--- src/rtl/wisc_pipe_pkg.sv ---
// Shared pipeline definitions: opcode constants, the bubble encoding and
// the IF/ID entry record carried through the skid queue.
package wisc_pipe_pkg;

    localparam int WISC_DW = 16;

    localparam logic [4:0] OP_HALT = 5'b00000;
    localparam logic [4:0] OP_NOP  = 5'b00001;

    localparam logic [WISC_DW-1:0] NOP_INSTR = {OP_NOP, 11'h000};

    typedef struct packed {
        logic [WISC_DW-1:0] instr;
        logic [WISC_DW-1:0] pc_inc;
    } ifid_entry_t;

    function automatic logic [4:0] opcode_of(input logic [WISC_DW-1:0] instr);
        return instr[15:11];
    endfunction

endpackage

--- src/rtl/ifid_skid_fifo.sv ---
// Circular skid queue holding fetch beats that arrive while decode is held.
// Push and pop may coincide even when full; clear empties it in one cycle.
module ifid_skid_fifo
    import wisc_pipe_pkg::*;
#(
    parameter int SKID_DEPTH = 2
) (
    input  logic        clk,
    input  logic        rst,
    input  logic        push,
    input  logic        pop,
    input  logic        clear,
    input  ifid_entry_t push_data,
    output ifid_entry_t head_data,
    output logic        full,
    output logic        empty
);

    localparam int PTR_W = (SKID_DEPTH > 1) ? $clog2(SKID_DEPTH) : 1;
    localparam int CNT_W = $clog2(SKID_DEPTH + 1);

    ifid_entry_t        mem_q [SKID_DEPTH];
    ifid_entry_t        mem_d [SKID_DEPTH];
    logic [PTR_W-1:0]   head_q, head_d;
    logic [PTR_W-1:0]   tail_q, tail_d;
    logic [CNT_W-1:0]   count_q, count_d;

    function automatic logic [PTR_W-1:0] ptr_inc(input logic [PTR_W-1:0] p);
        return (p == PTR_W'(SKID_DEPTH - 1)) ? '0 : p + PTR_W'(1);
    endfunction

    always_comb begin
        mem_d   = mem_q;
        head_d  = head_q;
        tail_d  = tail_q;
        count_d = count_q;
        if (clear) begin
            head_d  = '0;
            tail_d  = '0;
            count_d = '0;
        end else begin
            if (pop)
                head_d = ptr_inc(head_q);
            if (push) begin
                mem_d[tail_q] = push_data;
                tail_d        = ptr_inc(tail_q);
            end
            count_d = count_q + CNT_W'(push) - CNT_W'(pop);
        end
    end

    always_ff @(posedge clk or negedge rst) begin
        if (!rst) begin
            for (int i = 0; i < SKID_DEPTH; i++)
                mem_q[i] <= '0;
            head_q  <= '0;
            tail_q  <= '0;
            count_q <= '0;
        end else begin
            mem_q   <= mem_d;
            head_q  <= head_d;
            tail_q  <= tail_d;
            count_q <= count_d;
        end
    end

    assign head_data = mem_q[head_q];
    assign full      = (count_q == CNT_W'(SKID_DEPTH));
    assign empty     = (count_q == '0);

endmodule

--- src/rtl/ifid_stage_latch.sv ---
// IF/ID stage register with hold/squash handling and a skid queue for beats in flight.
// Define IFID_PERF_EN to add saturating hold/squash/bubble counters.
module ifid_stage_latch #(
    parameter int                    DATA_WIDTH = 16,
    parameter int                    SKID_DEPTH = 2,
    parameter logic [DATA_WIDTH-1:0] NOP_INSTR  = wisc_pipe_pkg::NOP_INSTR
) (
    input  logic                  clk,
    input  logic                  rst,
    input  logic                  fetch_valid,
    input  logic [DATA_WIDTH-1:0] fetch_instr,
    input  logic [DATA_WIDTH-1:0] fetch_pc_inc,
    input  logic                  hold,
    input  logic                  squash,
    input  logic                  imem_nop,
    output logic                  fetch_ready,
    output logic [DATA_WIDTH-1:0] instr_d,
    output logic [DATA_WIDTH-1:0] pc_inc_d,
    output logic                  valid_d,
    output logic [4:0]            opcode_d,
`ifdef IFID_PERF_EN
    output logic [15:0]           hold_cycles,
    output logic [15:0]           squash_count,
    output logic [15:0]           bubble_count,
`endif
    output logic                  halted
);

    import wisc_pipe_pkg::ifid_entry_t;
    import wisc_pipe_pkg::OP_HALT;

    logic [DATA_WIDTH-1:0] slot_instr_q, slot_instr_d;
    logic [DATA_WIDTH-1:0] slot_pc_q, slot_pc_d;
    logic                  slot_valid_q, slot_valid_d;
    logic                  halted_q, halted_d;

    ifid_entry_t beat_entry, head_entry;
    logic        beat, advance, load_nop;
    logic        fifo_push, fifo_pop, fifo_full, fifo_empty;

    assign fetch_ready = ~fifo_full & ~halted_q;
    assign beat        = fetch_valid & ~imem_nop & fetch_ready;
    assign advance     = ~squash & ~hold;

    assign beat_entry.instr  = fetch_instr;
    assign beat_entry.pc_inc = fetch_pc_inc;

    // Beats go through the queue whenever decode is held or older beats are still queued.
    assign fifo_push = beat & ~squash & (hold | ~fifo_empty);
    assign fifo_pop  = advance & ~fifo_empty;
    assign load_nop  = advance & fifo_empty & ~beat;

    ifid_skid_fifo #(.SKID_DEPTH(SKID_DEPTH)) u_skid (
        .clk       (clk),
        .rst       (rst),
        .push      (fifo_push),
        .pop       (fifo_pop),
        .clear     (squash),
        .push_data (beat_entry),
        .head_data (head_entry),
        .full      (fifo_full),
        .empty     (fifo_empty)
    );

    always_comb begin
        slot_instr_d = slot_instr_q;
        slot_pc_d    = slot_pc_q;
        slot_valid_d = slot_valid_q;
        halted_d     = halted_q;
        if (squash) begin
            slot_instr_d = NOP_INSTR;
            slot_valid_d = 1'b0;
            halted_d     = 1'b0;
        end else if (!hold) begin
            if (!fifo_empty) begin
                slot_instr_d = head_entry.instr;
                slot_pc_d    = head_entry.pc_inc;
                slot_valid_d = 1'b1;
            end else if (beat) begin
                slot_instr_d = fetch_instr;
                slot_pc_d    = fetch_pc_inc;
                slot_valid_d = 1'b1;
            end else begin
                slot_instr_d = NOP_INSTR;
                slot_valid_d = 1'b0;
            end
            if (slot_valid_d && slot_instr_d[15:11] == OP_HALT)
                halted_d = 1'b1;
        end
    end

    always_ff @(posedge clk or negedge rst) begin
        if (!rst) begin
            slot_instr_q <= NOP_INSTR;
            slot_pc_q    <= '0;
            slot_valid_q <= 1'b0;
            halted_q     <= 1'b0;
        end else begin
            slot_instr_q <= slot_instr_d;
            slot_pc_q    <= slot_pc_d;
            slot_valid_q <= slot_valid_d;
            halted_q     <= halted_d;
        end
    end

    assign instr_d  = slot_instr_q;
    assign pc_inc_d = slot_pc_q;
    assign valid_d  = slot_valid_q;
    assign opcode_d = slot_instr_q[15:11];
    assign halted   = halted_q;

`ifdef IFID_PERF_EN
    logic [15:0] hold_cycles_q, hold_cycles_d;
    logic [15:0] squash_count_q, squash_count_d;
    logic [15:0] bubble_count_q, bubble_count_d;

    always_comb begin
        hold_cycles_d  = hold_cycles_q;
        squash_count_d = squash_count_q;
        bubble_count_d = bubble_count_q;
        if (hold && !squash && hold_cycles_q != 16'hFFFF)
            hold_cycles_d = hold_cycles_q + 16'd1;
        if (squash && squash_count_q != 16'hFFFF)
            squash_count_d = squash_count_q + 16'd1;
        if (load_nop && bubble_count_q != 16'hFFFF)
            bubble_count_d = bubble_count_q + 16'd1;
    end

    always_ff @(posedge clk or negedge rst) begin
        if (!rst) begin
            hold_cycles_q  <= '0;
            squash_count_q <= '0;
            bubble_count_q <= '0;
        end else begin
            hold_cycles_q  <= hold_cycles_d;
            squash_count_q <= squash_count_d;
            bubble_count_q <= bubble_count_d;
        end
    end

    assign hold_cycles  = hold_cycles_q;
    assign squash_count = squash_count_q;
    assign bubble_count = bubble_count_q;
`else
    logic unused_load_nop;
    assign unused_load_nop = load_nop;
`endif

endmodule
--- config.mk ---
export PLATFORM = sky130hd
export DESIGN_NAME = ifid_stage_latch
export DESIGN_NICKNAME = d
export VERILOG_FILES = /design/src/rtl/wisc_pipe_pkg.sv /design/src/rtl/ifid_skid_fifo.sv /design/src/rtl/ifid_stage_latch.sv
export SDC_FILE = /design/constraint.sdc
export NUM_CORES = 1
export LEC_CHECK = 0
export ABC_AREA = 1
export BUFFER_PORTS_ARGS = -buffer_cell sky130_fd_sc_hd__buf_2
export CAP_MARGIN = 10
export CORE_MARGIN = 5
export CORE_UTILIZATION = 45
export DETAILED_ROUTE_END_ITERATION = 8
export PLACE_DENSITY = 0.68
export SLEW_MARGIN = 0
export SYNTH_ARGS = -nofsm -noshare
export SYNTH_HDL_FRONTEND = slang
export SYNTH_SLANG_ARGS = --single-unit
--- constraint.sdc ---
create_clock -name clk -period 2.2 [get_ports clk]
set_input_delay 0.11 -clock clk [delete_from_list [all_inputs] [get_ports clk]]
set_output_delay 0.11 -clock clk [all_outputs]
set_load 0.02 [all_outputs]
==> qor.yml, run 1 <==
setup_path:
  crit_fanout: 13
  r2r_setup_slack_ns: 0.29
  path_cells: "dlygate4sd3_1 -> buf_2 -> nor2_4 -> inv_2 -> nor2_2 -> ha_1 -> inv_1 -> ha_1 -> xor2_1 -> nor2_1"
  cp_slowest_cell: "dlygate4sd3_1"
  max_stage_delay_ns: 0.53
  required_ns: 2.46
  start_kind: "input pin"
  r2r_start: "u_skid.count_q[1]$_DFF_PN0_"
  endpoint_kind: "register"
  reg2regPathDepth: 7
  crit_start: "squash"
  cp_common_cell: "ha_1"
  crit_type: "input pin to register"
  r2r-end: "u_skid.count_q[1]$_DFF_PN0_"
  arrival_ns: 2.29
  setup.worst_path.end: "u_skid.count_q[1]$_DFF_PN0_"
timing:
  finalCritPeriodShare: 0.923
  rsz0062_at_grt: "false"
  drv_slew: 0
  clock_skew_ns: 0.00574
  setup_viol: 0
  max_freq_ghz: 0.492
  setup_ws_ns: 0.170
  slew_headroom: 0.577
  final_hold_viol_count: 0
  finalSetupTns_ns: 0
  tightest_slew_ns: 0.635
  period_needed_ns: 2.03
finish:
  post-route-util: 0.525
  final_common_cell: "nand2_1"
  design_area_um2: 5400
  num_antenna_cells: 0
  areaGrowthSynthToFinish_pct: 14.8
  nets: 645
  final_cell_mix: "nand2_1 (173), dfrtp_1 (101), buf_2 (76)"
  final_layout_size_suffix_gt1_frac: 0.235
synth:
  synthArstFlopShare: 1.00
  synth_edf_count: 0
  syn_nets: 581
  synthFlopType: "dfrtp_1"
  synth_warnings: 0
  syn_inst: 541
  synth.distinct_cells: 28
  ys_seq_area_frac: 0.543
  synth.avg_cell_area_um2: 8.69
  netlist_area_um2: 4700
  ys_ff_latch: 102
die:
  num_io_pins: 78
  die_h_um: 112
  core_area_um2: 10300
  design.die.area_um2: 12600
  initial_core_util: 0.458
  fp.dieW_um: 112
  rows: 37
pwr:
  powerDensity_nw_per_um2: 996
  internal_power_mw: 3.61
  finalPower_mw: 5.38
  clock_power_share: 0.243
  pwr-share-seq: 0.489
  swShare: 0.329
  ir_drop_mv: 0.391
  p_leak_nw: 2.78
  switchingPower_mw: 1.77
  pwr-share-comb: 0.268
clocking:
  cts-root-buf: "clkbuf_8"
  clk_pin_slew_worst_paths_ns: 0.09
  postCtsSetupBuffers: 0
  cts_max_level: 3
  cts_made_buffers: 9
  cts_max_path_buffers: 2
  hold_buffers: 2
  cts_resized: 0
  clk_latency_ns: 0.36
  cts_tree: "yes"
  clock-sinks: 102
routing:
  drc_errors: 0
  final_antenna_net_count: 0
  drt_iter0_markers: 224
  routedWlPerCell_um: 14.4
  vias: 3763
  drt_wl_total_um: 10700
  firstDrtPassIters: 4
  vias_per_cell: 5.05
run_status:
  status: "completed"
place:
  io_buffer_count: 77
  dpl-instance-area_um2: 5160
  place.gp.congestion: 0.782
  dp.final_hpwl_um: 7190
  pre_cts_slack_ns: 0.313
global_route:
  grt_start_max_net_pins: 47
  overflow: 0
  antenna_found_initial: 0
  grt_pass1_vias: 3907
  grt_pass1_wl_um: 18700
  grt_usage: 0.181
min_path:
  hold_path_class: "input pin to register"
flow_run:
  max_cap_viol_count: 0
==> flip-flops by register name, summed over array words and instances, names as in the netlist <==
signal and count:
u_skid.count_q 2, u_skid.head_q 1, u_skid.mem_q 64, halted 1
instr_d 16, valid_d 1, pc_inc_d 16, u_skid.tail_q 1
==> per-layer routing <==
metal  up-vias  track usage  wire, µm
met1      1800        0.233      4690
met2        79        0.303      5310
met5         -            0         0
li1       1869            -         -
met3        15       0.0313       496
met4         0       0.0753       205
==> layout make-up <==
type                            instances  area [µm²]
Sequential cell                       102        2550
Multi-Input combinational cell        355        1750
Timing Repair Buffer                   92         531
Clock buffer                           11         151
Fill cell                            1012        4880
Tap cell                              136         170
Clock inverter                          4        70.1
Inverter                               45         169
==> worst min-delay path by stage <==
stage,from,endpoint,slack (ns),depth (start not counted)
global placement,rst,instr_d[5]$_DFFE_PN0P_,0.16,1
floorplan,rst,halted$_DFFE_PN0P_,-0.19,0
CTS,fetch_pc_inc[8],u_skid.mem_q[40]$_DFFE_PN0P_,0.004,3
finish,fetch_pc_inc[15],u_skid.mem_q[47]$_DFFE_PN0P_,0.02,3
global route,fetch_pc_inc[0],u_skid.mem_q[32]$_DFFE_PN0P_,0.004,3
detailed placement,rst,instr_d[6]$_DFFE_PN0P_,0.17,1
==> per-stage QoR <==
step,hold slack (ns),cells
floorplan,-0.186,541
global placement,0.157,728
detailed placement,0.169,728
CTS,0.00393,745
global route,0.00407,745
finish,0.0212,745
==> cells in the mapped netlist, types with 3 or more instances <==
cell type  count  area (µm²)
nand2_1      173         649
dfrtp_1      101        2530
o21ai_1       58         290
inv_1         41         154
nand3_1       24         120
o21ai_0       21         105
o21ai_2       21         184
nor2_1        18        67.6
clkbuf_1      14        52.6
buf_2         13        65.1
a32oi_1       11        96.3
o31ai_1       11        82.6
buf_6          6        67.6
buf_4          5        37.5
inv_2          4        15.0
nand2_2        4        25.0
nor2_2         3        18.8
==> power by group through the flow <==
stage	registers (mW)	logic (mW)	clock network [mW]
floorplan	2.82	0.835	0
global placement	2.64	1.42	0
detailed placement	2.66	1.46	0
CTS	2.63	1.47	1.34
global route	2.70	1.64	1.43
finish	2.63	1.44	1.31
==> critical path: cells and delay by family <==
family	cells	cell delay, ns
XOR/XNOR	1	0.16
adder cells (fa/ha/maj)	2	0.50
buffers and inverters	4	0.80
AND/OR/NAND/NOR	3	0.72
==> logic make-up after synthesis <==
family	synth area share
compound gates	0.164
simple gates	0.200
flops	0.543
buf+inv	0.0841
xor+xnor	0.00373
fa+ha+maj	0.00532
Note: power is estimated with default switching activity, not from simulation.
==> inputs of run 2 (changes only) <==
- PLACE_DENSITY: 0.68 -> 0.66
==> qor.yml, run 2 (synthesis results as in run 1) <==
run_status:
  status: "completed"
pwr:
  powerDensity_nw_per_um2: 986  # -0.98%
  p_leak_nw: 2.79  # +0.42%
  finalPower_mw: 5.35  # -0.62%
  ir_drop_mv: 0.410  # +4.9%
setup_path:
  path_cells: "dlygate4sd3_1 -> buf_2 -> nor2_4 -> inv_2 -> nor2_2 -> ha_1 -> inv_1 -> ha_1 -> xor2_1 -> nor2_1"
  endpoint_kind: "register"
  cp_top_family: "buffers and inverters"
  crit_buf_inv: 4  # unchanged
  cp_slowest_cell: "dlygate4sd3_1"
  r2r_setup_slack_ns: 0.34  # +0.05 ns
  critical_path_cell_count: 10  # unchanged
  start_kind: "input pin"
  r2r_start: "u_skid.count_q[1]$_DFF_PN0_"
  crit_type: "input pin to register"
  setup.worst_path.end: "u_skid.count_q[1]$_DFF_PN0_"
  reg2regPathDepth: 8  # +1
  cp_common_cell: "ha_1"
  required_ns: 2.46  # about the same
  r2r-end: "u_skid.mem_q[41]$_DFFE_PN0P_"
  arrival_ns: 2.25  # -0.04 ns
  crit_start: "squash"
  max_stage_delay_ns: 0.54  # about the same
  crit_fanout: 13  # unchanged
routing:
  final_antenna_net_count: 0  # unchanged
  routedWlPerCell_um: 14.1  # -1.9%
  drt_wl_total_um: 10600  # -1.1%
  drt_iter0_markers: 243  # +8.5%
  vias: 3787  # +0.64%
  vias_per_cell: 5.04  # -0.17%
  firstDrtPassIters: 4  # unchanged
  drc_errors: 0  # unchanged
place:
  io_buffer_count: 77  # unchanged
  dp.final_hpwl_um: 7170  # -0.27%
  place.gp.congestion: 0.799  # +2.2%
die:
  design.die.area_um2: 12600  # unchanged
  num_io_pins: 78  # unchanged
  initial_core_util: 0.458  # unchanged
  core_area_um2: 10300  # unchanged
  die_h_um: 112  # unchanged
  fp.dieW_um: 112  # unchanged
  rows: 37  # unchanged
timing:
  rsz0062_at_grt: "false"
  clock_skew_ns: 0.00662  # +0.000877 ns
  drv_slew: 0  # unchanged
  finalSetupTns_ns: 0  # unchanged
  slew_headroom: 0.605  # +0.0287
  tightest_slew_ns: 0.592  # -0.0424 ns
  period_needed_ns: 1.99  # -0.0362 ns
  final_hold_viol_count: 0  # unchanged
  finalCritPeriodShare: 0.906  # -0.0164
  setup_viol: 0  # unchanged
  max_freq_ghz: 0.501  # +1.8%
clocking:
  hold_buffers: 3  # +1
  clk_pin_slew_worst_paths_ns: 0.09  # about the same
  cts_made_buffers: 9  # unchanged
  clk_latency_ns: 0.36  # about the same
  cts_tree: "yes"
  postCtsSetupBuffers: 0  # unchanged
  clock-sinks: 102  # unchanged
  cts_max_level: 3  # unchanged
  cts_resized: 0  # unchanged
  cts-root-buf: "clkbuf_8"
  cts_max_path_buffers: 2  # unchanged
min_path:
  hold_path_class: "input pin to register"
finish:
  final_layout_size_suffix_gt1_frac: 0.234  # -0.000665
  largest_reg_flops: 64  # unchanged
  final_cell_mix: "nand2_1 (173), dfrtp_1 (101), buf_2 (76)"
  nets: 651  # +0.93%
  fillers: 1000  # -1.2%
  areaGrowthSynthToFinish_pct: 15.2
  post-route-util: 0.527  # +0.00195
  final_common_cell: "nand2_1"
  num_antenna_cells: 0  # unchanged
  largest_register: "u_skid.mem_q"
global_route:
  grt_start_max_net_pins: 46  # -2.1%
  overflow: 0  # unchanged
  antenna_found_initial: 0  # unchanged
  grt_pass1_wl_um: 18700  # -0.22%
  grt_usage: 0.181  # unchanged
  grt_pass1_vias: 3836  # -1.8%
flow_run:
  max_cap_viol_count: 0  # unchanged
==> run 2: stage by stage <==
step,area (µm²),setup slack (ns),hold WS [ns],std cells
after floorplan,4700,0.594,-0.186,541
after global placement,5150,0.396,0.150,731
after detailed placement,5150,0.350,0.151,731
after CTS,5400,0.218,0.00159,749
after global routing,5420,0.0455,0.0131,751
final,5420,0.206,0.0186,751
==> run 2: worst min path at each step <==
stage	startpoint	endpoint	slack (ns)	cells past startpoint
after global routing	fetch_pc_inc[11]	u_skid.mem_q[43]$_DFFE_PN0P_	0.01	3
after detailed placement	rst	u_skid.mem_q[56]$_DFFE_PN0P_	0.15	1
after floorplan	rst	halted$_DFFE_PN0P_	-0.19	0
after CTS	fetch_pc_inc[4]	u_skid.mem_q[36]$_DFFE_PN0P_	0.002	3
final	fetch_pc_inc[5]	u_skid.mem_q[37]$_DFFE_PN0P_	0.02	3
after global placement	rst	u_skid.mem_q[24]$_DFFE_PN0P_	0.15	1
==> run 2: per-layer routing <==
metal	global-route usage	vias to the layer above	share of wire
met3	0.0286	15	0.040
met2	0.289	74	0.48
met1	0.246	1817	0.46
met5	0	-	0
met4	0.0777	0	0.018
li1	-	1881	-
==> run 2: worst register-to-register path, delay by kind of cell, from the launching register on <==
kind,cells,cell delay (ns)
buffers and inverters,2,0.62
DFF,1,0.43
AOI/OAI and AO/OA,1,0.08
and+or+nand+nor,5,0.67
==> run 2: power breakdown <==
part	internal, mW	switching, mW
combinational	0.547	0.878
clock	0.670	0.621
sequential	2.37	0.264
total	3.58	1.76
==> run 2: cell type report <==
| class | instances | area (µm²) | share of cell area |
|---|---|---|---|
| clock buffer | 12 | 145 | 0.0268 |
| sequential | 102 | 2550 | 0.471 |
| clock inverter | 3 | 68.8 | 0.0127 |
| timing repair buffer | 98 | 558 | 0.103 |
| tap | 136 | 170 | 0.0314 |
| inverter | 45 | 169 | 0.0312 |
| multi-input combinational | 355 | 1750 | 0.324 |
==> inputs of run 3 (changes only) <==
- ABC_AREA: 1 -> default
- CORE_MARGIN: 5 -> 2
==> qor.yml, run 3 <==
pwr:
  p_leak_nw: 2.67  # -4.2%
  pwr-share-comb: 0.254  # -0.012
  internal_power_mw: 3.59  # +0.22%
  swShare: 0.306  # -0.0238
  finalPower_mw: 5.17  # -3.2%
  ir_drop_mv: 0.350  # -15%
  clock_power_share: 0.242  # about the same
  switchingPower_mw: 1.58  # -10%
  powerDensity_nw_per_um2: 941  # -4.6%
  pwr-share-seq: 0.503  # +0.011
global_route:
  overflow: 0  # unchanged
  grt.met1_usage: 0.245  # -0.00108
  antenna_found_initial: 0  # unchanged
  grt.met3_usage: 0.0297  # +0.00111
  grt_busiest_layer: "met2"
  grt_pass1_vias: 3131  # -18%
  grt_usage: 0.175  # -0.00560
  met2_usage: 0.278  # -0.0109
  grt_pass1_wl_um: 15700  # -16%
  grt_start_max_net_pins: 48  # +4.3%
timing:
  drv_slew: 0  # unchanged
  holdWs_ns: 0.0135  # -0.00510 ns
  max_freq_ghz: 0.483  # -3.6%
  rsz0062_at_grt: "false"
  finalSetupTns_ns: 0  # unchanged
  final_hold_viol_count: 0  # unchanged
  period_needed_ns: 2.07  # +0.0752 ns
  setup_viol: 0  # unchanged
  tightest_slew_ns: 0.624  # +0.0314 ns
  finalCritPeriodShare: 0.941  # +0.0342
  slew_headroom: 0.584  # -0.0209
  clock_skew_ns: 0.00965  # +0.00303 ns
synth:
  ys_seq_area_frac: 0.548  # +0.00525
  yosys.area.top_type_share: 0.543  # +0.00520
  netlist.top_cell.by_area: "dfrtp_1"
  ys_ff_latch: 102  # unchanged
  ys_top_cells_by_count: "dfrtp_1 (101), mux2_2 (37), nor2_1 (32)"
  synth.avg_cell_area_um2: 12.7  # +46%
  synth.distinct_cells: 33  # +18%
  netlist_area_um2: 4660  # -0.96%
  syn_inst: 368  # -32%
  yosysMostFrequentCell: "dfrtp_1"
  yosys-top-cells-area: "dfrtp_1 (54%), mux2_4 (9.7%), mux2_2 (8.9%)"
  synth_warnings: 0  # unchanged
  synth_edf_count: 0  # unchanged
  syn_nets: 408  # -30%
  synthArstFlopShare: 1.00  # unchanged
  synthFlopType: "dfrtp_1"
finish:
  largest_reg_flops: 64  # unchanged
  areaGrowthSynthToFinish_pct: 18.0
  fillers: 896  # -10%
  multi_input_area_um2: 1950  # +11%
  final_cells: 589  # -22%
  regArea_um2: 2550  # about the same
  final_common_cell: "dfrtp_1"
  final_cell_mix: "dfrtp_1 (100), buf_2 (76), mux2_2 (37)"
  num_antenna_cells: 0  # unchanged
  final_layout_size_suffix_gt1_frac: 0.402  # +0.168
  largest_register: "u_skid.mem_q"
  nets: 488  # -25%
min_path:
  hold_path_class: "input pin to register"
  min_from: "fetch_instr[7]"
  hold-path-cell-count: 2  # -1
flow_run:
  max_cap_viol_count: 0  # unchanged
routing:
  vias_per_cell: 5.20  # +3.1%
  firstDrtPassIters: 4  # unchanged
  drc_errors: 0  # unchanged
  routedWlPerCell_um: 15.7  # +12%
  final_antenna_net_count: 0  # unchanged
  vias: 3062  # -19%
  drt_wl_total_um: 9270  # -12%
  drt_iter0_markers: 144  # -41%
clocking:
  clk_latency_ns: 0.35  # about the same
  hold_buffers: 3  # unchanged
  cts_tree: "yes"
  postCtsSetupBuffers: 0  # unchanged
  cts_max_level: 3  # unchanged
  cts_made_buffers: 9  # unchanged
  cts_max_path_buffers: 2  # unchanged
  clock-sinks: 102  # unchanged
  cts-root-buf: "clkbuf_8"
  cts_resized: 0  # unchanged
  clk_pin_slew_worst_paths_ns: 0.10  # about the same
setup_path:
  arrival_ns: 2.31  # +0.06 ns
  r2r_start: "halted$_DFFE_PN0P_"
  reg2regPathDepth: 5  # -3
  crit_fanout: 32  # +19
  crit_type: "register to register"
  start_kind: "register"
  required_ns: 2.44  # -0.02 ns
  endpoint_kind: "register"
  crit_start: "halted$_DFFE_PN0P_"
die:
  core_area_um2: 10200  # -0.90%
  rows: 37  # unchanged
  num_io_pins: 78  # unchanged
  initial_core_util: 0.457  # about the same
  fp.dieW_um: 106  # -5.8%
  design.die.area_um2: 11200  # -11%
  die_h_um: 106  # -5.8%
place:
  dp_cells: 566  # -23%
  io_buffer_count: 77  # unchanged
  dp.final_hpwl_um: 6240  # -13%
  place.gp.congestion: 0.853  # +6.7%
run_status:
  status: "completed"
==> run 3: routing by layer <==
metal  vias up  share of wire  wire (µm)
met5         -              0          0
met4         0          0.011         98
met3        10          0.031        287
met2        55           0.48       4490
met1      1543           0.47       4390
li1       1454              -          -
==> run 3: layout make-up <==
| cell class | instances | area share |
|---|---|---|
| clock buffers | 10 | 0.0250 |
| clock inverters | 6 | 0.0139 |
| flip-flops and latches | 102 | 0.465 |
| well taps | 136 | 0.0310 |
| multi-input cells | 234 | 0.355 |
| repair buffers | 97 | 0.108 |
| inverters | 4 | 0.00273 |
==> run 3: final timing paths <==
kind                                                end  slack (ns)
max                        u_skid.mem_q[18]$_DFFE_PN0P_        0.13
min                              instr_d[7]$_DFFE_PN0P_        0.01
max reg2reg                u_skid.mem_q[18]$_DFFE_PN0P_        0.13
min reg2reg                     pc_inc_d[0]$_DFFE_PN0P_        0.48
max in group asynchronous       instr_d[11]$_DFFE_PN1P_        1.19
min in group asynchronous       pc_inc_d[6]$_DFFE_PN0P_        0.30
==> run 3: power groups by stage <==
stage	Clock (mW)	Sequential, mW	Combinational, mW
finish	1.25	2.60	1.32
global route	1.37	2.67	1.45
global placement	0	2.62	1.29
floorplan	0	2.74	0.786
CTS	1.28	2.60	1.33
detailed placement	0	2.63	1.33
==> run 3: cell families (layout without fill, tap and decap cells) <==
| family | Yosys count | count (layout) | synth area share |
|---|---|---|---|
| xor gates and xnor gates | 3 | 3 | 0.00564 |
| DFF | 102 | 102 | 0.548 |
| and+or+nand+nor | 76 | 76 | 0.0760 |
| muxes | 97 | 97 | 0.251 |
| adders and majority gates | 2 | 2 | 0.00537 |
| buffers and inverters | 32 | 117 | 0.0363 |
| AOI/OAI and AO/OA | 56 | 56 | 0.0774 |
==> run 3: per-stage QoR <==
stage / cell area, µm² / setup WS, ns / utilization
after floorplan: 4660 / 0.0922 / -
after global placement: 5210 / 0.186 / 0.512
after detailed placement: 5210 / 0.148 / 0.512
after CTS: 5460 / 0.125 / 0.536
after global routing: 5500 / 0.0511 / 0.540
final: 5500 / 0.130 / 0.540
==> run 3: worst max-delay path, cell delays in order, from the launching register on <==
cell and delay, ns:
dfrtp_1 0.45, nor3b_4 0.29, o21ai_2 0.15, or3b_2 0.52, buf_12 0.22, mux2_4 0.32
